**src/rtl/dcache_mem_ctl_if.sv**
```systemverilog
// Word-wide memory bus between the line-fill engine and main memory.
// Requests are held until acked; one beat per req & ack cycle.
interface dcache_mem_ctl_if #(
  parameter int ADDR_BITS = 32,
  parameter int WORD_BITS = 32
);
  logic                 o_mem_req;
  logic                 o_mem_we;
  logic [ADDR_BITS-1:0] o_mem_addr;
  logic [WORD_BITS-1:0] o_mem_wdata;
  logic                 i_mem_ack;
  logic [WORD_BITS-1:0] i_mem_rdata;

  modport master (
    output o_mem_req,
    output o_mem_we,
    output o_mem_addr,
    output o_mem_wdata,
    input  i_mem_ack,
    input  i_mem_rdata
  );

  modport slave (
    input  o_mem_req,
    input  o_mem_we,
    input  o_mem_addr,
    input  o_mem_wdata,
    output i_mem_ack,
    output i_mem_rdata
  );
endinterface

```
**src/rtl/dcache_mem_ctl.sv**
```systemverilog
// Data-cache line-fill / write-back engine: optional dirty-line write-back,
// then a 16-beat refill, returned to the cache with a one-cycle valid pulse.
module dcache_mem_ctl #(
  parameter int LINE_BITS = 512,
  parameter int WORD_BITS = 32,
  parameter int ADDR_BITS = 32
) (
  input  logic                 clk,
  input  logic                 rst,
  input  logic                 i_miss,
  input  logic [ADDR_BITS-1:0] i_miss_addr,
  input  logic                 i_evict,
  input  logic [ADDR_BITS-1:0] i_evict_addr,
  input  logic [LINE_BITS-1:0] i_evict_data,
  output logic [LINE_BITS-1:0] o_line,
  output logic                 o_line_valid,
  output logic                 o_busy,
  dcache_mem_ctl_if.master     mem
);
  localparam int BEATS    = LINE_BITS / WORD_BITS;
  localparam int BW       = $clog2(BEATS);
  localparam int OFF_BITS = $clog2(LINE_BITS / 8);
  localparam int WSH      = $clog2(WORD_BITS / 8);

  typedef enum logic [1:0] {
    IDLE, WB, RD, RESP
  } state_t;

  state_t               state_q, state_d;
  logic [BW-1:0]        beat_q, beat_d;
  logic [ADDR_BITS-1:0] miss_base_q, miss_base_d;
  logic [ADDR_BITS-1:0] evict_base_q, evict_base_d;
  logic [LINE_BITS-1:0] victim_q, victim_d;
  logic [LINE_BITS-1:0] line_q, line_d;
  logic                 valid_q, valid_d;
  logic                 busy_q, busy_d;
  logic                 req_q, req_d;
  logic                 we_q, we_d;
  logic [ADDR_BITS-1:0] addr_q, addr_d;
  logic [WORD_BITS-1:0] wdata_q, wdata_d;

  logic [BW-1:0]        beat_inc;
  logic                 last;
  logic                 ack;
  logic [ADDR_BITS-1:0] beat_off;

  assign beat_inc = beat_q + 1'b1;
  assign last     = (beat_q == BW'(BEATS - 1));
  assign ack      = mem.i_mem_ack & req_q;
  assign beat_off = ADDR_BITS'(beat_inc) << WSH;

  always_comb begin
    state_d      = state_q;
    beat_d       = beat_q;
    miss_base_d  = miss_base_q;
    evict_base_d = evict_base_q;
    victim_d     = victim_q;
    line_d       = line_q;
    valid_d      = 1'b0;
    busy_d       = busy_q;
    req_d        = req_q;
    we_d         = we_q;
    addr_d       = addr_q;
    wdata_d      = wdata_q;
    unique case (state_q)
      IDLE: begin
        if (i_miss) begin
          miss_base_d  = {i_miss_addr[ADDR_BITS-1:OFF_BITS], OFF_BITS'(0)};
          evict_base_d = {i_evict_addr[ADDR_BITS-1:OFF_BITS], OFF_BITS'(0)};
          victim_d     = i_evict_data;
          beat_d       = '0;
          busy_d       = 1'b1;
          req_d        = 1'b1;
          if (i_evict) begin
            state_d = WB;
            we_d    = 1'b1;
            addr_d  = evict_base_d;
            wdata_d = i_evict_data[WORD_BITS-1:0];
          end else begin
            state_d = RD;
            we_d    = 1'b0;
            addr_d  = miss_base_d;
            wdata_d = '0;
          end
        end
      end
      WB: begin
        if (ack) begin
          if (last) begin
            state_d = RD;
            beat_d  = '0;
            we_d    = 1'b0;
            addr_d  = miss_base_q;
            wdata_d = '0;
          end else begin
            beat_d  = beat_inc;
            addr_d  = evict_base_q + beat_off;
            wdata_d = victim_q[WORD_BITS*beat_inc +: WORD_BITS];
          end
        end
      end
      RD: begin
        if (ack) begin
          line_d[WORD_BITS*beat_q +: WORD_BITS] = mem.i_mem_rdata;
          if (last) begin
            state_d = RESP;
            beat_d  = '0;
            req_d   = 1'b0;
            valid_d = 1'b1;
          end else begin
            beat_d = beat_inc;
            addr_d = miss_base_q + beat_off;
          end
        end
      end
      RESP: begin
        state_d = IDLE;
        busy_d  = 1'b0;
      end
    endcase
  end

  // Reset drops any in-flight transfer and the partial line.
  always_ff @(posedge clk) begin
    if (rst) begin
      state_q      <= IDLE;
      beat_q       <= '0;
      miss_base_q  <= '0;
      evict_base_q <= '0;
      victim_q     <= '0;
      line_q       <= '0;
      valid_q      <= 1'b0;
      busy_q       <= 1'b0;
      req_q        <= 1'b0;
      we_q         <= 1'b0;
      addr_q       <= '0;
      wdata_q      <= '0;
    end else begin
      state_q      <= state_d;
      beat_q       <= beat_d;
      miss_base_q  <= miss_base_d;
      evict_base_q <= evict_base_d;
      victim_q     <= victim_d;
      line_q       <= line_d;
      valid_q      <= valid_d;
      busy_q       <= busy_d;
      req_q        <= req_d;
      we_q         <= we_d;
      addr_q       <= addr_d;
      wdata_q      <= wdata_d;
    end
  end

  assign o_line          = line_q;
  assign o_line_valid    = valid_q;
  assign o_busy          = busy_q;
  assign mem.o_mem_req   = req_q;
  assign mem.o_mem_we    = we_q;
  assign mem.o_mem_addr  = addr_q;
  assign mem.o_mem_wdata = wdata_q;
endmodule

```
**src/flat_wrapper.sv**
```systemverilog
// flat-port wrapper written by rule: the top's interface ports become plain ports
module dcache_mem_ctl_flat 
#(
  parameter int LINE_BITS = 512,
  parameter int WORD_BITS = 32,
  parameter int ADDR_BITS = 32
)
  (clk, rst, i_miss, i_miss_addr, i_evict, i_evict_addr, i_evict_data, o_line, o_line_valid, o_busy, mem_o_mem_req, mem_o_mem_we, mem_o_mem_addr, mem_o_mem_wdata, mem_i_mem_ack, mem_i_mem_rdata);
  dcache_mem_ctl_if #(.ADDR_BITS(ADDR_BITS), .WORD_BITS(WORD_BITS)) mem_i ();
  input  logic clk;
  input  logic rst;
  input  logic i_miss;
  input  logic [ADDR_BITS-1:0] i_miss_addr;
  input  logic i_evict;
  input  logic [ADDR_BITS-1:0] i_evict_addr;
  input  logic [LINE_BITS-1:0] i_evict_data;
  output logic [LINE_BITS-1:0] o_line;
  output logic o_line_valid;
  output logic o_busy;
  output wire logic [$bits(mem_i.o_mem_req)-1:0] mem_o_mem_req;
  output wire logic [$bits(mem_i.o_mem_we)-1:0] mem_o_mem_we;
  output wire logic [$bits(mem_i.o_mem_addr)-1:0] mem_o_mem_addr;
  output wire logic [$bits(mem_i.o_mem_wdata)-1:0] mem_o_mem_wdata;
  input wire logic [$bits(mem_i.i_mem_ack)-1:0] mem_i_mem_ack;
  input wire logic [$bits(mem_i.i_mem_rdata)-1:0] mem_i_mem_rdata;
  assign mem_o_mem_req = mem_i.o_mem_req;
  assign mem_o_mem_we = mem_i.o_mem_we;
  assign mem_o_mem_addr = mem_i.o_mem_addr;
  assign mem_o_mem_wdata = mem_i.o_mem_wdata;
  assign mem_i.i_mem_ack = mem_i_mem_ack;
  assign mem_i.i_mem_rdata = mem_i_mem_rdata;
  dcache_mem_ctl #(.LINE_BITS(LINE_BITS), .WORD_BITS(WORD_BITS), .ADDR_BITS(ADDR_BITS)) u_core (.clk(clk), .rst(rst), .i_miss(i_miss), .i_miss_addr(i_miss_addr), .i_evict(i_evict), .i_evict_addr(i_evict_addr), .i_evict_data(i_evict_data), .o_line(o_line), .o_line_valid(o_line_valid), .o_busy(o_busy), .mem(mem_i));
endmodule
```
**config.mk**
```make
export PLATFORM = sky130hd
export DESIGN_NAME = dcache_mem_ctl_flat
export DESIGN_NICKNAME = d
export VERILOG_FILES = /design/src/rtl/dcache_mem_ctl_if.sv /design/src/rtl/dcache_mem_ctl.sv /design/src/flat_wrapper.sv
export SDC_FILE = /design/constraint.sdc
export NUM_CORES = 2
export LEC_CHECK = 0
export CELL_PAD_IN_SITES_DETAIL_PLACEMENT = 0
export CELL_PAD_IN_SITES_GLOBAL_PLACEMENT = 1
export CORE_AREA = 2 2 466 468
export CTS_BUF_LIST = sky130_fd_sc_hd__clkbuf_4
export DETAILED_ROUTE_END_ITERATION = 10
export DIE_AREA = 0 0 468 470
export PLACE_DENSITY_LB_ADDON = 0.1
export SLEW_MARGIN = 10
export SYNTH_ARGS = -nofsm -noshare
export SYNTH_HDL_FRONTEND = slang
export SYNTH_SLANG_ARGS = --single-unit
export TNS_END_PERCENT = 10
```
**constraint.sdc**
```tcl
create_clock -name clk -period 3.55 [get_ports clk]
set_input_delay 0.71 -clock clk [delete_from_list [all_inputs] [get_ports clk]]
set_output_delay 0.71 -clock clk [all_outputs]
set_load 0.05 [all_outputs]
```
==> reports/results.txt <==
Layout cell share with drive strength beyond 1 -> 12.8%
Worst path bufs/invs -> 1
First-pass GRT wire length -> 363000 um
DRT iter0 DRCs -> 2858
EDFF count, synth -> 0
Clk slew on worst S/H paths -> 0.06 ns
GPL Wtd Cong -> 0.817
Yosys warns -> 0
Register area -> 23000 um^2
All-layer global routing usage -> 22.8%
Die height -> 470 um
Vias -> 48.5k
Critical path peak fanout -> 2
Initial antenna violation count -> 115
Peak Freq -> 302 MHz
Crit-path max cell delay -> 0.95 ns
Fin nets -> 7956
CTS sink count -> 1148
Post-synth ARST share -> 0%
Final Cycle Share -> 93.3%
Reg2reg path depth -> 9
Initial Utilization -> 21.5%
Reg2reg end -> u_core.mem.o_mem_wdata[22]$_SDFFE_PP0P_
Max Cap Viol -> 0
Post-Syn Instances -> 5590
Largest net degree at the start of global routing -> 122
Post-layout min period -> 3.31 ns
DRT antenna net count -> 0
Layer with the highest usage -> met2
Sequential area share after synthesis -> 49.5%
Internal power -> 25.7 mW
Dpl ws -> 0.311 ns
Crit-path slowest cell -> clkdlybuf4s50_1
Crit-path cells -> clkdlybuf4s50_1
IO Count -> 1193
Setup violations, final -> 0
Total wire length -> 262000 um
Post-Syn Area -> 46400 um^2
Seq pwr share -> 36.6%
WS Path Type -> reg2out
Worst-skew pair later-pin latency -> 1.36 ns
Dpl hpwl -> 184000 um
Worst hold path stage count -> 3
Number of global-route vias before repair -> 48.1k
First-pass detailed-route iteration total -> 5
Clock Power Share -> 31.1%
Area of the multi-input gates -> 21200 um^2
CP endpoint kind -> primary output
Avg Inst Size Synth -> 8.31 um^2
Arrival time worst endpoint -> 2.60 ns
P_sw -> 15.3 mW
Worst Clk Skew -> 0.122 ns
Die area -> 220000 um^2
Worst path depth -> 1
Actual slew at the worst max-slew pin -> 1.05 ns
Predominant post-synthesis flop cell -> dfxtp_1
R2R setup slack -> 0.51 ns
Residual DRC count -> 0
Req. time, crit path -> 2.84 ns
Worst Setup Slack, final -> 0.238 ns
Rel. slew slack -> 29.5%
CTS tree -> done
GR Layer Usage met1 -> 26.9%
Post-CTS Setup Bufs -> 0
Largest delay share family, worst path -> buffers and inverters
CORE AREA -> 216000 um^2
Outcome -> completed
CP Launch Type -> register
PortBufs -> 1178
Hold Path End -> u_core.victim_q[92]$_SDFFE_PP0P_
Leakage -> 25.7 nW
Yosys reg bits -> 1148
Final slew viol count -> 0
Clock Tree Root -> clkbuf_4
Via-to-Cell Ratio -> 4.65
Clock buffer depth -> 4
Met3 Use GR -> 6.33%
Final hold vios -> 0
Met2 usage -> 38.9%
Netlist cell types -> 49
H-tree level count -> 5
Filler cells -> 23.0k
Switching share of power -> 37.3%
Comb pwr share -> 32.4%
Worst hold start -> i_evict_data[92]
Power density over the cells -> 573 nW/um^2
Setup Total Neg Slack -> 0 ns
Area grow syn2layout -> 54.2%
CTS Buf Count -> 370
GRT overflow -> 0
Row cnt -> 171
Wire per inst -> 25.1 um
Die span in x -> 468 um
Peak supply drop -> 0.314 mV
Worst r2r src -> u_core.beat_q[1]$_SDFFE_PP0P_
Hold WC Path Type -> in2reg
layer usage:
layer	wire length [um]	share of wire, %
met2	127000	48
met5	480	0.18
met1	106000	41
met4	10200	3.9
met3	17800	6.8
kinds of logic after synthesis:
group / count (synthesis) / share of synthesized area (%)
simple gates: 2366 / 22.2
compound gates: 1244 / 14.5
flops: 1148 / 49.5
buf+inv: 599 / 5.28
mux: 221 / 8.28
fa+ha+maj: 7 / 0.189
xor+xnor: 4 / 0.0916
other cells: 1 / 0.00808
metrics by stage:
step / hold slack, ns / cell area, um^2 / util [%] / total power, mW / instances
final: 0.204 / 71600 / 33.2 / 41.1 / 10435
after global routing: -0.00837 / 71500 / 33.2 / 43.5 / 10417
after CTS: 0.00503 / 71400 / 33.1 / 42.0 / 10372
after detailed placement: 0.443 / 61700 / 28.6 / 28.4 / 9243
after global placement: 0.438 / 61700 / 28.6 / 28.3 / 9243
after floorplan: 0.433 / 46400 / - / 22.6 / 5591
cell usage in the layout, fill, tap and decap left out, drive strengths merged, types with 3 or more instances in the layout:
cell type	synthesis	layout
dfxtp	1148	1148
buf	154	223
or3	3	3
clkbuf	439	516
mux2	26	26
nand3	161	161
nor3	69	69
and3	3	3
a21oi	1056	1056
nand2b	67	67
a21o	26	26
nor3b	3	3
diode	0	63
a22o	26	26
dlygate4sd3	0	575
dlygate4sd2	0	53
nor2	79	79
nand2	1628	1628
clkinv	0	35
nand4	332	332
mux2i	67	67
ha	7	7
o21ai	67	67
and2	15	15
mux4	128	128
a221oi	26	26
inv	6	8
o221a	32	32
clkdlybuf4s50	0	1114
cell type report:
cell class | instances | share of cell area [%]
inverter | 6 | 0.0315
sequential | 1148 | 32.1
clock inverter | 39 | 0.248
timing repair buffer | 1966 | 27.4
tap | 2854 | 4.99
multi-input combinational | 3844 | 29.6
antenna | 63 | 0.220
clock buffer | 515 | 5.40
what timing repair did:
item	CTS	global route
hold buffers	575	0
gates resized for setup	53	0
setup endpoints to repair	53	0
hold endpoints to repair	830	0
cells in the mapped netlist (3+ instances only):
master	n	area, um^2
nand2_1	1628	6110
dfxtp_1	1148	23000
a21oi_1	1056	5290
clkbuf_1	439	1650
nand4_1	332	2080
nand3_1	160	801
mux4_2	128	2880
buf_2	101	505
nor2_1	79	297
mux2i_1	67	671
nand2b_1	67	419
nor3_1	65	325
o21ai_0	64	320
buf_1	36	135
o221a_2	32	360
a21o_1	26	195
a221oi_1	26	228
a22o_1	26	228
mux2_2	26	293
buf_4	14	105
and2_1	12	75.1
ha_1	7	87.6
inv_1	6	22.5
nor3_2	4	40.0
and2_0	3	18.8
and3_1	3	18.8
buf_6	3	33.8
o21ai_1	3	15.0
or3_1	3	18.8
worst max path at each step:
stage                                          startpoint                                       to  slack, ns
after floorplan             u_core.beat_q[0]$_SDFFE_PP0P_          u_core.o_line[319]$_SDFFE_PP0P_       0.99
after global placement      u_core.beat_q[1]$_SDFFE_PP0P_  u_core.mem.o_mem_wdata[22]$_SDFFE_PP0P_       0.34
after detailed placement    u_core.beat_q[1]$_SDFFE_PP0P_  u_core.mem.o_mem_wdata[22]$_SDFFE_PP0P_       0.31
after CTS                 u_core.o_line[432]$_SDFFE_PP0P_                              o_line[432]     0.0009
after global routing      u_core.o_line[319]$_SDFFE_PP0P_                              o_line[319]     -0.005
final                     u_core.o_line[319]$_SDFFE_PP0P_                              o_line[319]       0.24
state kept, by name, summed over array words and instances (netlist names):
| name | count |
|---|---|
| u_core.beat_q | 4 |
| u_core.evict_base_q | 26 |
| u_core.mem.o_mem_addr | 30 |
| u_core.mem.o_mem_req | 1 |
| u_core.mem.o_mem_wdata | 32 |
| u_core.mem.o_mem_we | 1 |
| u_core.miss_base_q | 26 |
| u_core.o_busy | 1 |
| u_core.o_line | 512 |
| u_core.o_line_valid | 1 |
| u_core.state_q | 2 |
| u_core.victim_q | 512 |
power groups by stage:
| stage | registers, mW | logic (mW) | clock network (mW) |
|---|---|---|---|
| after floorplan | 16.0 | 6.52 | 0 |
| after CTS | 15.0 | 13.6 | 13.4 |
| final | 15.0 | 13.3 | 12.8 |
| after global placement | 15.3 | 13.1 | 0 |
| after detailed placement | 15.3 | 13.1 | 0 |
| after global routing | 15.2 | 14.3 | 14.0 |
worst reg2reg max path, cell delays in order, from the launching register on:
cell and delay (ns):
dfxtp_1 0.50, inv_1 0.13, ha_4 0.62, buf_12 0.28
buf_4 0.20, mux4_2 0.50, mux2i_1 0.27, buf_4 0.20
o221a_2 0.18, nor3_1 0.04
Power figures use the tool's default switching activity.
